--- config.mk ---
export PLATFORM = sky130hd
export DESIGN_NAME = bus_rx_agent
export DESIGN_NICKNAME = d
export VERILOG_FILES = /design/src/rtl/bus_rx_agent.sv
export SDC_FILE = /design/constraint.sdc
export NUM_CORES = 1
export LEC_CHECK = 0
export BUFFER_PORTS_ARGS = -buffer_cell sky130_fd_sc_hd__buf_2
export CAP_MARGIN = 20
export CORE_AREA = 2 2 222 224
export DETAILED_ROUTE_END_ITERATION = 6
export DIE_AREA = 0 0 224 226
export GPL_ROUTABILITY_DRIVEN = 0
export MAX_ROUTING_LAYER = met4
export PLACE_DENSITY = 0.62
export SLEW_MARGIN = 20
export SYNTH_ARGS = -nofsm -noshare
export SYNTH_HDL_FRONTEND = slang
export SYNTH_SLANG_ARGS = --single-unit
--- constraint.sdc ---
create_clock -name clk -period 21.3 [get_ports clk]
set_input_delay 1.065 -clock clk [delete_from_list [all_inputs] [get_ports clk]]
set_output_delay 1.065 -clock clk [all_outputs]
set_load 0.02 [all_outputs]
--- src/rtl/bus_rx_agent.sv ---
// Receive stage for one bus device port: pops pending packets, filters on destination ID,
// queues accepted packets in a show-ahead FIFO. Optional macro BUS_RX_PROMISC_EN adds a promisc input.
module bus_rx_agent #(
  parameter int              PCKG_SZ   = 65,
  parameter int              ID_W      = 3,
  parameter logic [ID_W-1:0] MY_ID     = ID_W'(1),
  parameter logic [ID_W-1:0] BROADCAST = {ID_W{1'b1}},
  parameter int              DEPTH     = 8
) (
  input  logic                       clk,
  input  logic                       reset,
  input  logic                       bus_pndng,
  output logic                       bus_pop,
  input  logic [PCKG_SZ-1:0]         bus_D_pop,
`ifdef BUS_RX_PROMISC_EN
  input  logic                       promisc,
`endif
  output logic                       rx_valid,
  input  logic                       rx_ready,
  output logic [PCKG_SZ-1:0]         rx_data,
  output logic [$clog2(DEPTH):0]     rx_level,
  output logic [15:0]                accept_cnt,
  output logic [15:0]                drop_cnt,
  output logic [1:0]                 fsm_state
);
  localparam int AW = $clog2(DEPTH);
  localparam int LW = AW + 1;

  localparam logic [1:0] IDLE   = 2'd0;
  localparam logic [1:0] POP    = 2'd1;
  localparam logic [1:0] SETTLE = 2'd2;

  // Handshake: a read happens on a rising edge where rx_valid && rx_ready; rx_data is the
  // FIFO head while rx_valid is high and holds until that read.

  logic [1:0]         state;
  logic [1:0]         state_next;
  logic [ID_W-1:0]    dest;
  logic               accept;
  logic               do_wr;
  logic               do_drop;
  logic               do_rd;
  logic [AW-1:0]      wr_ptr;
  logic [AW-1:0]      rd_ptr;
  logic [PCKG_SZ-1:0] mem [DEPTH];

  assign dest = bus_D_pop[PCKG_SZ-1 -: ID_W];

`ifdef BUS_RX_PROMISC_EN
  assign accept = promisc || (dest == MY_ID) || (dest == BROADCAST);
`else
  assign accept = (dest == MY_ID) || (dest == BROADCAST);
`endif

  assign do_wr     = (state == POP) && accept;
  assign do_drop   = (state == POP) && !accept;
  assign rx_valid  = (rx_level != '0);
  assign do_rd     = rx_valid && rx_ready;
  assign rx_data   = rx_valid ? mem[rd_ptr] : '0;
  assign fsm_state = state;

  // Space is only checked in IDLE; a packet in flight always fits because reads only free entries.
  always_comb begin
    state_next = state;
    case (state)
      IDLE:    if (bus_pndng && (rx_level < LW'(DEPTH))) state_next = POP;
      POP:     state_next = SETTLE;
      SETTLE:  state_next = IDLE;
      default: state_next = IDLE;
    endcase
  end

  always_ff @(posedge clk or negedge reset) begin
    if (!reset) begin
      state   <= IDLE;
      bus_pop <= 1'b0;
    end else begin
      state   <= state_next;
      bus_pop <= (state_next == POP);
    end
  end

  always_ff @(posedge clk) begin
    if (do_wr) mem[wr_ptr] <= bus_D_pop;
  end

  always_ff @(posedge clk or negedge reset) begin
    if (!reset) begin
      wr_ptr   <= '0;
      rd_ptr   <= '0;
      rx_level <= '0;
    end else begin
      if (do_wr) wr_ptr <= wr_ptr + AW'(1);
      if (do_rd) rd_ptr <= rd_ptr + AW'(1);
      case ({do_wr, do_rd})
        2'b10:   rx_level <= rx_level + LW'(1);
        2'b01:   rx_level <= rx_level - LW'(1);
        default: rx_level <= rx_level;
      endcase
    end
  end

  always_ff @(posedge clk or negedge reset) begin
    if (!reset) begin
      accept_cnt <= '0;
      drop_cnt   <= '0;
    end else begin
      if (do_wr && (accept_cnt != 16'hFFFF))  accept_cnt <= accept_cnt + 16'd1;
      if (do_drop && (drop_cnt != 16'hFFFF))  drop_cnt   <= drop_cnt + 16'd1;
    end
  end
endmodule

======== After elaboration in Yosys (flattened, before gate mapping) ========
Memory sizes are Yosys's and may differ from the RTL's.
Index checks and enable logic that the tools add are counted.
word-level totals
  input port bits ......................... 69
  output and inout bits ................... 105
  bits in writable memories ............... 520
  memories ................................ 1
  logic and storage cells ................. 40
  bits in registers ....................... 45
operators by class
  reduce and logical (&&, ||, !) cells .... 11
  multiplexer cells ....................... 6
  equality and inequality tests ........... 8
  order comparisons ....................... 1
  add/sub/neg operators ................... 6
memories
  memory  words  bits a word  rd ports  clocked after memory_dff  wr ports  line  source
  mem     8      65           1         0                         1         45    logic [PCKG_SZ-1:0] mem [DEPTH];
operator list
  kind                     number
  $mux W65                 1
  $add A16 B1 Y16 const B  2
  $ne A16 B16 Y1 const B   2
  $pmux W4 S2              1
  $add A3 B1 Y3 const B    2
  $eq A2 B1 Y1 const B     3
  $logic_and A1 B1 Y1      6
  $add A4 B1 Y4 const B    1
  $lt A4 B4 Y1 const B     1
  $pmux W2 S2              1
  $reduce_bool A4 Y1       1
  $sub A4 B1 Y4 const B    1
  $eq A3 B1 Y1 const B     1
  $eq A3 B3 Y1 const B     1
  $eq A2 B2 Y1 const B     1
  $logic_not A2 Y1         1
  $mux W1                  2
  $mux W2                  1
  $reduce_bool A2 Y1       1
  $logic_not A1 Y1         1
  $logic_or A1 B1 Y1       1

======== Depth between registers and ports, before layout ========
Gate-level depths: netlist of the first run.
  depth after elaboration ................. 5
  depth in mapped cells ................... 11
  gate-level depth less buffers ........... 10

======== Worst setup path after synthesis of the first run ========
Ideal clock, no wire load.
  kind .................................... input-to-reg
  start point ............................. input bus_D_pop[63]
  end point ............................... memory mem[2][0] (enable)
  data required time ...................... 20.628 ns
  buffers on the path ..................... 1
  slack ................................... 12.209 ns
  arrival time ............................ 8.419 ns
  library setup time ...................... 0.672 ns
  cell stages on the path ................. 5
  cell sequence ........................... xor2_1 nor2_2 inv_2 buf_6 nor4b_1
between the ends
  cells in the longest elaborated chain, start to end .. 5
  elaborated cells between the ends (all ways) .. 6
  classes of those cells .................. 2 x eq/ne; 2 x mux; 2 x reduce/logical
RTL lines
  element                                       line  source
  start, declared                               14    input logic [PCKG_SZ-1:0] bus_D_pop,
  $eq A3 B1 Y1 or $eq A3 B3 Y1 (tied branches)  52    assign accept = (dest == MY_ID) || (dest == BROADCAST);
  $logic_or A1 B1 Y1 *                          52
  $logic_and A1 B1 Y1 *                         55    assign do_wr = (state == POP) && accept;
  $mux W1 *                                     84    if (do_wr) mem[wr_ptr] <= bus_D_pop;
  $mux W1 (implied by the code) *               84
  end, declared                                 45
Mark *: on every way between the ends. The rest lies on a longest branch, timed or not.

======== Worst setup path after layout of the first run ========
  start point ............................. register rd_ptr[1]
  end point ............................... output rx_data[61]
between the ends
  cells in the longest elaborated chain, start to end .. 2
RTL lines
  element                 line  source
  start, declared         44    logic [AW-1:0] rd_ptr;
  start signal, assigned  94    if (do_rd) rd_ptr <= rd_ptr + AW'(1);
  $mem_v2 Z8 W65          -
  $mux W65                59    assign rx_data = rx_valid ? mem[rd_ptr] : '0;
  end, declared           20    output logic [PCKG_SZ-1:0] rx_data,
No other way between the ends.

==> qor.csv, run 1 <==
stage,metric,value,unit
floorplanning,io_pins,174,
placed_design,placed_cells_incl_taps,1799,
layout,post_route_cells_drive_above_1_share,0.327,
drt,via_per_inst,5.49,
critical_path,regToRegSetupSlack,18.38,ns
clock_tree,hold_buffers,0,
sta,finalWorstPathRequiredPeriod,4.41,ns
critical_path,worstPathMaxFanout,58,
grt,grt_max_degree,107,
drt,antenna_left,0,
critical_path,cp-start-kind,flip-flop,
synthesis,yosysWarnings,0,
clock_tree,postCtsResizedCells,0,
sta,timing.final.crit_share,0.207,
pwr,vdd_ir_drop_max,0.0773,mV
critical_path,cell_with_the_biggest_individual_delay_on_the_critical_path,sky130_fd_sc_hd__dfrtp_4,
layout,final_common_cell,sky130_fd_sc_hd__edfxtp_1,
layout,layoutNonFillerInstCount,1911,
drt,detail_route.drc_violations,0,
critical_path,r2r_end,mem[2][49],
layout,final_nets,1311,
sta,rsz_0062_raised_after_global_routing,no,
pwr,leakagePower,8.80,nW
status,status,finished clean,
clock_tree,tritoncts.num_buffers,56,
drt,highest_layer,met4,
pwr,sw_frac_of_total,0.312,
synthesis,async_reset_ff_frac,0.0796,
layout,num-fill-cells,3769,
sta,final_setup_violation_count,0,
clock_tree,htreeDepth,2,
synthesis,synth_edf_count,520,
sta,achievable-frequency,0.227,GHz
pwr,power.switching,0.000987,W
floorplanning,floorplan.die.width,224,um
drt,via_count,10499,
pwr,power_report.internal_total,0.00217,W
pwr,power_frac_clock,0.287,
grt,global_route_wire_length_before_repair,66700,um
synthesis,netlist_area,0.0220,sq mm
critical_path,crit_path_cell_trace,buf_16 -> buf_4 -> mux4_2 -> mux2i_1 -> nor2_1 -> buf_2,
pwr,powerDensity,125,mW/mm^2
synthesis,synth.yosys.seq_area_share,0.761,
drt,routed_wire_length_per_instance,23.0,um
drt,wl_met1,19600,um
synthesis,synthesis.nets,1109,
critical_path,cp.arrival,3.34,ns
clock_tree,worstSkewPairLatency,0.59,ns
clock_tree,cts_num_sinks,565,
floorplanning,core-area,0.0483,sq mm
layout,flow.area_growth_from_synthesis,15.3,%
synthesis,ys_ff_latch,565,
floorplanning,die-area,0.0506,sq mm
placed_design,portBuffers,173,
layout,most-common-layout-cells,"520 x sky130_fd_sc_hd__edfxtp_1, 172 x sky130_fd_sc_hd__buf_2, 130 x sky130_fd_sc_hd__mux4_2",
critical_path,worstReg2RegStart,fsm_state[1],
synthesis,synthCells,1033,
job,maxCapViolations,0,
sta,largest_clock_skew_in_the_final_design,0.0125,ns
grt,grt_overflow,0,
drt,route.met2.wl,20900,um
synthesis,postSynthAreaPerCell,21.3,sq um
critical_path,setup.worst_path.class,reg -> out,
critical_path,crit_path_max_incr_delay,0.75,ns
drt,detail_route.first_pass.iterations,5,
drt,postRouteWirelength,44000,um
placed_design,detailed_place_hpwl,23400,um
grt,global_route.usage.total,0.182,
pwr,total_power,0.00316,W
clock_tree,clockRootBuffer,sky130_fd_sc_hd__clkbuf_16,
drt,first_iter_violations,864,
clock_tree,worst_setup_hold_path_clk_slew,0.06,ns
floorplanning,floorplan.initialDensity,0.455,
placed_design,dpl-instance-area,0.0236,sq mm
layout,stdcell_area,0.0254,sq mm
critical_path,worstPathRequired,20.24,ns
floorplanning,die_height,226,um
clock_tree,clock_tree_from_tritoncts,done,
clock_tree,cts.path.max_buffers,3,
sta,relative_slew_margins,0.318,
critical_path,timing.critical_path.to_type,primary output,
drt,wl_met3,2740,um
synthesis,synth_flop_cell,sky130_fd_sc_hd__edfxtp_1,
floorplanning,num_rows,81,
sta,finalHoldViolCount,0,
grt,grt_pass1_vias,10920,
grt,grt_antenna_before_repair,6,
sta,slew_viol_final,0,
pwr,power_share_of_the_sequential_group,0.422,
critical_path,path_depth_of_the_worst_reg2reg_path,6,
synthesis,distinct_cells_synth,42,
sta,actual_transition_at_the_worst_max_transition_pin,1.02,ns
sta,timing.setup.tns,0,ns
clock_tree,cts_setup_buffers,0,
pwr,pwr-share-comb,0.291,
min_path,worst_hold_path_type,in -> async,
-- cells by family after synthesis --
group                      share of synthesized area
AOI/OAI and AO/OA                            0.00165
adders and majority gates                    0.00398
xor gates and xnor gates                      0.0159
muxes                                          0.165
DFF                                            0.761
buffers and inverters                         0.0122
and+or+nand+nor                               0.0401
-- critical path, delay by kind of cell (launching register included) --
kind | cells | cell delay (ns)
and+or+nand+nor | 1 | 0.27
buffers and inverters | 3 | 1.28
muxes | 2 | 0.42
DFF | 1 | 0.75
-- sequential cells by signal, indices dropped and copies added, names as in the netlist --
name and count:
rx_level 4, rd_ptr 3, fsm_state 2, drop_cnt 16
wr_ptr 3, accept_cnt 16, mem 520, bus_pop 1
-- how the worst max path moves through the flow --
stage                        from     endpoint  slack [ns]  cells past startpoint
floorplan           bus_D_pop[63]    mem[2][0]       12.21                      5
global placement        rd_ptr[1]  rx_data[31]       17.16                      5
detailed placement      rd_ptr[1]  rx_data[36]       17.40                      6
CTS                     rd_ptr[1]  rx_data[36]       16.76                      6
global route            rd_ptr[0]  rx_data[31]       16.62                      5
finish                  rd_ptr[1]  rx_data[61]       16.89                      6
-- stage by stage --
step                utilization  setup WS, ns  hold WS (ns)
finish                    0.525         16.89         0.486
global route              0.525         16.62         0.505
CTS                       0.524         16.76         0.507
detailed placement        0.489         17.40         0.492
global placement          0.488         17.16         0.488
floorplan                     -         12.21         0.524
-- cells in the mapped netlist (2+ instances only) --
cell	instances	area (sq um)
sky130_fd_sc_hd__buf_4	10	75.1
sky130_fd_sc_hd__mux2_2	2	22.5
sky130_fd_sc_hd__nor4_2	4	50.1
sky130_fd_sc_hd__nor2_2	2	12.5
sky130_fd_sc_hd__mux4_2	130	2930
sky130_fd_sc_hd__and3_1	4	25.0
sky130_fd_sc_hd__xnor2_1	10	87.6
sky130_fd_sc_hd__inv_2	2	7.51
sky130_fd_sc_hd__and4_1	2	17.5
sky130_fd_sc_hd__nor2_1	72	270
sky130_fd_sc_hd__nor3b_1	5	37.5
sky130_fd_sc_hd__nor4_4	2	42.5
sky130_fd_sc_hd__nand3b_1	2	15.0
sky130_fd_sc_hd__buf_2	19	95.1
sky130_fd_sc_hd__mux2i_1	65	651
sky130_fd_sc_hd__nor3_1	11	55.1
sky130_fd_sc_hd__nand4_1	13	81.3
sky130_fd_sc_hd__nand3_1	5	25.0
sky130_fd_sc_hd__clkbuf_1	19	71.3
sky130_fd_sc_hd__nor4_1	8	50.1
sky130_fd_sc_hd__nand2b_1	2	12.5
sky130_fd_sc_hd__ha_1	7	87.6
sky130_fd_sc_hd__dfrtp_1	45	1130
sky130_fd_sc_hd__and2_1	3	18.8
sky130_fd_sc_hd__xor2_1	30	263
sky130_fd_sc_hd__nand2_1	20	75.1
sky130_fd_sc_hd__nor4b_1	5	43.8
sky130_fd_sc_hd__edfxtp_1	520	15600
-- layer usage --
| layer | GRT usage | vias to the layer above |
|---|---|---|
| li1 | - | 4639 |
| met2 | 0.281 | 269 |
| met5 | - | - |
| met3 | 0.0448 | 59 |
| met4 | 0.0411 | 0 |
| met1 | 0.247 | 5532 |
-- power groups by stage --
stage	Combinational, W	Clock (W)	Sequential [W]
after floorplan	0.000699	0	0.00132
after global placement	0.000915	0	0.00138
after detailed placement	0.000942	0	0.00136
after CTS	0.000944	0.000934	0.00134
after global routing	0.000999	0.000974	0.00134
final	0.000919	0.000908	0.00133
-- final cells by class --
class | count | area, sq um | area share
Antenna cell | 6 | 15.0 | 0.000592
Clock buffer | 80 | 1540 | 0.0609
Clock inverter | 26 | 151 | 0.00597
Inverter | 3 | 11.3 | 0.000444
Multi-Input combinational cell | 415 | 5050 | 0.199
Sequential cell | 565 | 16800 | 0.661
Tap cell | 622 | 778 | 0.0307
Timing Repair Buffer | 194 | 1060 | 0.0417
Power figures use the tool's default switching activity.
==> run 2: changes to the inputs <==
- clock period: 21.3 -> 4.45 ns (I/O delays scaled with it)
==> run 2 against run 1 <==
  * First-iteration DRC count decreased by 13%
  * Design area increased by 3.4%
  * Clock power increased to 5.1 times the previous value
  * Global-route usage increased by 0.51 points
  * Clock skew decreased by 0.0049 ns
  * Flip-flop and latch count unchanged
  * Critical path type unchanged
  * Largest power group unchanged
  * Sequential share of layout area decreased by 2.1 points
  * Hold slack got worse by 0.33 ns
==> qor.csv, run 2 (synthesized netlist as in run 1, its figures left out) <==
stage,metric,value,unit
drt,first_iter_violations,755,
clock_tree,clock_tree_from_tritoncts,done,
critical_path,worstReg2RegStart,fsm_state[1],
grt,grt_max_degree,66,
critical_path,dominant_delay_contributor_by_cell_family_on_the_critical_path,flip-flops,
drt,detail_route.drc_violations,0,
floorplanning,floorplan.die.width,224,um
layout,flow.area_growth_from_synthesis,19.2,%
critical_path,crit_path_cell_trace,buf_12 -> mux4_2 -> mux2i_1 -> nor2_1 -> buf_2,
min_path,worst_hold_path_type,in -> reg,
floorplanning,core-area,0.0483,sq mm
pwr,vdd_ir_drop_max,0.483,mV
critical_path,cp-start-kind,flip-flop,
sta,finalWorstPathRequiredPeriod,3.21,ns
layout,post_route_cells_drive_above_1_share,0.322,
sta,slew_viol_final,0,
sta,actual_transition_at_the_worst_max_transition_pin,1.03,ns
critical_path,regToRegSetupSlack,1.89,ns
clock_tree,hold_buffers,67,
sta,relative_slew_margins,0.315,
pwr,sw_frac_of_total,0.307,
critical_path,worstPathRequired,4.23,ns
job,maxCapViolations,0,
grt,global_route.usage.total,0.187,
grt,grt_pass1_vias,11352,
sta,achievable-frequency,0.312,GHz
sta,finalHoldViolCount,0,
critical_path,setup.worst_path.class,reg -> out,
floorplanning,die_height,226,um
layout,most-common-layout-cells,"520 x sky130_fd_sc_hd__edfxtp_1, 172 x sky130_fd_sc_hd__buf_2, 130 x sky130_fd_sc_hd__mux4_2",
drt,detail_route.first_pass.iterations,5,
pwr,power_report.internal_total,0.0107,W
pwr,powerDensity,592,mW/mm^2
drt,antenna_left,0,
pwr,power_share_of_the_sequential_group,0.416,
drt,via_count,10695,
layout,max_flop_register,mem,
min_path,hold_path.startpoint,rx_ready,
drt,postRouteWirelength,44900,um
grt,global_route_wire_length_before_repair,68600,um
critical_path,worst-path-buf-inv,2,
layout,final_nets,1383,
sta,timing.setup.tns,0,ns
min_path,worst_hold_path.endpoint,rd_ptr[0],
min_path,min_path_cells,3,
clock_tree,worst_setup_hold_path_clk_slew,0.06,ns
clock_tree,worstSkewPairLatency,0.59,ns
clock_tree,tritoncts.num_buffers,56,
layout,largest_register_ff_count,520,
placed_design,detailed_place_hpwl,24200,um
sta,worst_hold_slack,0.151,ns
pwr,total_power,0.0155,W
pwr,pwr-share-comb,0.286,
pwr,power.switching,0.00477,W
grt,grt_antenna_before_repair,4,
critical_path,cell_with_the_biggest_individual_delay_on_the_critical_path,sky130_fd_sc_hd__dfrtp_4,
sta,timing.final.crit_share,0.721,
drt,via_per_inst,5.40,
clock_tree,htreeDepth,2,
floorplanning,die-area,0.0506,sq mm
status,status,finished clean,
critical_path,timing.critical_path.to_type,primary output,
critical_path,worstPathMaxFanout,46,
clock_tree,cts_setup_buffers,0,
critical_path,cp.arrival,2.99,ns
floorplanning,floorplan.initialDensity,0.455,
grt,grt_overflow,0,
sta,rsz_0062_raised_after_global_routing,no,
critical_path,crit_path_max_incr_delay,0.90,ns
layout,registers_with_the_most_flip_flops,"mem (520), accept_cnt (16), drop_cnt (16)",
clock_tree,cts_num_sinks,565,
layout,final_common_cell,sky130_fd_sc_hd__edfxtp_1,
clock_tree,postCtsResizedCells,0,
clock_tree,cts.path.max_buffers,3,
floorplanning,io_pins,174,
clock_tree,clockRootBuffer,sky130_fd_sc_hd__clkbuf_16,
pwr,leakagePower,9.16,nW
pwr,power_frac_clock,0.299,
critical_path,path_depth_of_the_worst_reg2reg_path,5,
floorplanning,num_rows,81,
critical_path,r2r_end,mem[2][40],
drt,routed_wire_length_per_instance,22.7,um
critical_path,critical_path.startpoint,rd_ptr[0],
sta,largest_clock_skew_in_the_final_design,0.00754,ns
placed_design,portBuffers,173,
sta,final_setup_violation_count,0,
==> run 2: cell count changes in the layout (fill, tap and decap cells not counted), moves of 2 or more <==
cell | previous run | this run
sky130_fd_sc_hd__dlygate4sd3_1 | 0 | 67
sky130_fd_sc_hd__clkinv_1 | 16 | 7
sky130_fd_sc_hd__buf_4 | 20 | 24
sky130_fd_sc_hd__bufinv_16 | 1 | 5
sky130_fd_sc_hd__clkbuf_1 | 21 | 17
sky130_fd_sc_hd__clkbuf_8 | 1 | 5
sky130_fd_sc_hd__buf_12 | 1 | 3
sky130_fd_sc_hd__inv_6 | 0 | 2
sky130_fd_sc_hd__nor4b_2 | 3 | 1
sky130_fd_sc_hd__nor4b_4 | 0 | 2
==> run 2: worst max-delay path by stage <==
stage	endpoint	slack [ns]	depth (start not counted)
floorplan	mem[6][0]	-1.93	4
global placement	rx_data[22]	1.72	5
detailed placement	rx_data[46]	1.75	5
CTS	rx_data[46]	1.10	5
global route	rx_data[22]	0.96	5
finish	rx_data[2]	1.24	5
==> run 2: power by group through the flow <==
stage	Sequential [W]	Combinational, W	Clock [W]
floorplan	0.00630	0.00335	0
global placement	0.00657	0.00447	0
detailed placement	0.00657	0.00448	0
CTS	0.00646	0.00454	0.00476
global route	0.00650	0.00480	0.00495
finish	0.00644	0.00443	0.00463
==> run 2: metal layers <==
layer,vias to the layer above,track usage,share of wire
met4,0,0.0456,0.015
met2,248,0.297,0.49
li1,4784,-,-
met3,49,0.0333,0.052
met1,5614,0.254,0.44
met5,-,-,0
==> run 2: layout make-up <==
type / instances / area [sq um]
Multi-Input combinational cell: 415 / 5060
Clock buffer: 79 / 1560
Antenna cell: 5 / 12.5
Clock inverter: 25 / 260
Sequential cell: 565 / 16800
Inverter: 3 / 11.3
Fill cell: 3768 / 22100
Tap cell: 622 / 778
Timing Repair Buffer: 266 / 1770
==> run 2: through the flow <==
step           instance area, sq um   util  std cells  setup slack [ns]
2_1_floorplan                 22000      -       1033             -1.93
3_3_place_gp                  23700  0.490       1804              1.72
3_5_place_dp                  23700  0.490       1804              1.75
4_1_cts                       26200  0.542       1975              1.10
5_1_grt                       26200  0.542       1979             0.955
6_report                      26200  0.542       1980              1.24
==> run 2: tightest hold or removal path, cell delays in order <==
cell and delay [ns]:
sky130_fd_sc_hd__buf_2 0.07, sky130_fd_sc_hd__and2_1 0.30, sky130_fd_sc_hd__xor2_1 0.11
==> run 3: changes to the inputs <==
- PLACE_DENSITY: 0.62 -> 0.65
- clock period: 4.45 -> 2.8 ns (I/O delays scaled with it)
==> run 3 against run 2 <==
  * Design area is 2.4% higher
  * Sequential power is 55% higher
  * Clock-buffer cell count is 17 lower
==> qor.csv, run 3 (synthesized netlist as in run 1, its figures left out) <==
stage,metric,value,unit
sta,actual_transition_at_the_worst_max_transition_pin,0.742,ns
layout,most-common-layout-cells,"520 x sky130_fd_sc_hd__edfxtp_1, 173 x sky130_fd_sc_hd__buf_2, 130 x sky130_fd_sc_hd__mux4_2",
pwr,total_power,0.0254,W
placed_design,detailed_place_hpwl,25100,um
drt,via_count,10804,
layout,final_nets,1410,
floorplanning,num_rows,81,
clock_tree,cts_num_sinks,565,
layout,registers_with_the_most_flip_flops,"mem (520), accept_cnt (16), drop_cnt (16)",
clock_tree,clockRootBuffer,sky130_fd_sc_hd__clkbuf_16,
critical_path,cp.arrival,2.56,ns
pwr,power_share_of_the_sequential_group,0.392,
pwr,sw_frac_of_total,0.308,
critical_path,worstPathRequired,2.66,ns
critical_path,worst-path-buf-inv,2,
grt,grt_antenna_before_repair,3,
drt,detail_route.first_pass.iterations,5,
critical_path,cp-start-kind,flip-flop,
pwr,power.switching,0.00782,W
critical_path,worstReg2RegStart,fsm_state[1],
floorplanning,io_pins,174,
grt,grt_max_degree,66,
pwr,pwr-share-comb,0.311,
sta,timing.setup.tns,0,ns
grt,grt.met2_usage,0.279,
critical_path,timing.critical_path.to_type,primary output,
layout,flow.area_growth_from_synthesis,22.0,%
clock_tree,tritoncts.num_buffers,55,
sta,finalHoldViolCount,0,
layout,largest_register_ff_count,520,
layout,post_route_cells_drive_above_1_share,0.342,
critical_path,setup.worst_path.class,reg -> out,
layout,max_flop_register,mem,
drt,first_iter_violations,893,
sta,timing.final.crit_share,0.963,
min_path,worst_hold_path_type,in -> async,
pwr,power_report.internal_total,0.0176,W
grt,global_route_wire_length_before_repair,67600,um
clock_tree,cts.path.max_buffers,3,
layout,num-fill-cells,3641,
clock_tree,clock_tree_from_tritoncts,done,
sta,achievable-frequency,0.371,GHz
grt,global_route.usage.total,0.184,
critical_path,dominant_delay_contributor_by_cell_family_on_the_critical_path,multiplexers,
critical_path,crit_path_max_incr_delay,0.55,ns
clock_tree,worstSkewPairLatency,0.61,ns
floorplanning,die_height,226,um
drt,detail_route.drc_violations,0,
sta,slew_viol_final,0,
floorplanning,floorplan.initialDensity,0.455,
floorplanning,die-area,0.0506,sq mm
placed_design,portBuffers,173,
status,status,finished clean,
grt,global_route.usage.met1,0.255,
job,maxCapViolations,0,
grt,grt_overflow,0,
clock_tree,htreeDepth,2,
drt,postRouteWirelength,44700,um
sta,final_setup_violation_count,0,
grt,grt_busiest_layer,met2,
sta,finalWorstPathRequiredPeriod,2.70,ns
grt,grt_pass1_vias,11218,
critical_path,worstPathMaxFanout,13,
critical_path,regToRegSetupSlack,0.43,ns
critical_path,cell_with_the_biggest_individual_delay_on_the_critical_path,sky130_fd_sc_hd__mux4_2,
drt,routed_wire_length_per_instance,22.4,um
drt,antenna_left,0,
drt,via_per_inst,5.40,
pwr,leakagePower,9.40,nW
floorplanning,core-area,0.0483,sq mm
grt,met3_usage,0.0383,
critical_path,crit_path_cell_trace,buf_4 -> mux4_2 -> mux2i_2 -> nor2_1 -> buf_2,
layout,final_common_cell,sky130_fd_sc_hd__edfxtp_1,
sta,largest_clock_skew_in_the_final_design,0.0239,ns
pwr,vdd_ir_drop_max,0.577,mV
floorplanning,floorplan.die.width,224,um
critical_path,critical_path.startpoint,rd_ptr[0],
pwr,power_frac_clock,0.297,
clock_tree,worst_setup_hold_path_clk_slew,0.06,ns
layout,finish.utilization,0.555,
sta,relative_slew_margins,0.504,
pwr,powerDensity,947,mW/mm^2
==> run 3: changes by cell type in the layout (fill, tap and decap cells not counted), moves of 3 or more <==
cell                         delta
sky130_fd_sc_hd__bufinv_16      +4
sky130_fd_sc_hd__clkinvlp_4     +4
sky130_fd_sc_hd__clkbuf_1      -11
sky130_fd_sc_hd__clkbuf_8       -5
sky130_fd_sc_hd__mux2i_1        -4
sky130_fd_sc_hd__mux2i_2        +4
sky130_fd_sc_hd__clkinv_1       +3
sky130_fd_sc_hd__buf_12        +21
==> run 3: layout make-up <==
cell class | instances | area [sq um] | share of cell area
sequential | 565 | 16800 | 0.624
clock buffer | 62 | 1420 | 0.0531
inverter | 3 | 11.3 | 0.000420
antenna | 4 | 10.0 | 0.000373
tap | 622 | 778 | 0.0290
multi-input combinational | 415 | 5100 | 0.190
clock inverter | 36 | 429 | 0.0160
timing repair buffer | 294 | 2330 | 0.0867
==> run 3: worst paths after layout <==
| check | endpoint | cells past startpoint |
|---|---|---|
| worst max-delay path | rx_data[64] | 5 |
| worst min-delay path | rx_level[2] | 2 |
| worst max register to register | mem[2][9] | 6 |
| worst min register to register | drop_cnt[15] | 1 |
| max in group asynchronous | drop_cnt[8] | 3 |
| min in group clk | mem[4][52] | 2 |
==> run 3: timing repair <==
action                                  CTS  global route
endpoints found under the setup margin   27            22
hold endpoints to repair                550             0
gates cloned                              0             2
hold buffers                             68             0
setup buffers                             1             7
gates resized for setup                   6             2
==> run 3: worst reg2reg max path, cell delays in order (launching register included) <==
cell                       delay, ns
sky130_fd_sc_hd__dfrtp_2        0.44
sky130_fd_sc_hd__nand3b_1       0.24
sky130_fd_sc_hd__nor2_2         0.21
sky130_fd_sc_hd__inv_2          0.14
sky130_fd_sc_hd__buf_4          0.21
sky130_fd_sc_hd__nor4b_4        0.36
sky130_fd_sc_hd__buf_4          0.41
==> run 3: power by group through the flow <==
stage          Combinational [W]  Clock, W  Sequential (W)
2_1_floorplan            0.00536         0          0.0100
3_3_place_gp             0.00755         0          0.0102
3_5_place_dp             0.00756         0          0.0102
4_1_cts                  0.00782   0.00772         0.00997
5_1_grt                  0.00853   0.00803          0.0100
6_report                 0.00789   0.00755         0.00996
==> run 3: metal layers <==
| layer | share of wire | vias to the layer above |
|---|---|---|
| met3 | 0.060 | 62 |
| met4 | 0.019 | 0 |
| met2 | 0.48 | 288 |
| li1 | - | 4841 |
| met1 | 0.44 | 5613 |
| met5 | 0 | - |
==> run 3: per-stage QoR <==
step           hold slack, ns  setup WS [ns]  cell area [sq um]  instances
3_3_place_gp            0.201          0.500              24100       1821
3_5_place_dp            0.207          0.424              24100       1821
5_1_grt                 0.145        -0.0198              26800       2000
4_1_cts                 0.102        -0.0185              26700       1988
2_1_floorplan          -0.156         -0.898              22100       1033
6_report                0.109          0.104              26800       2001
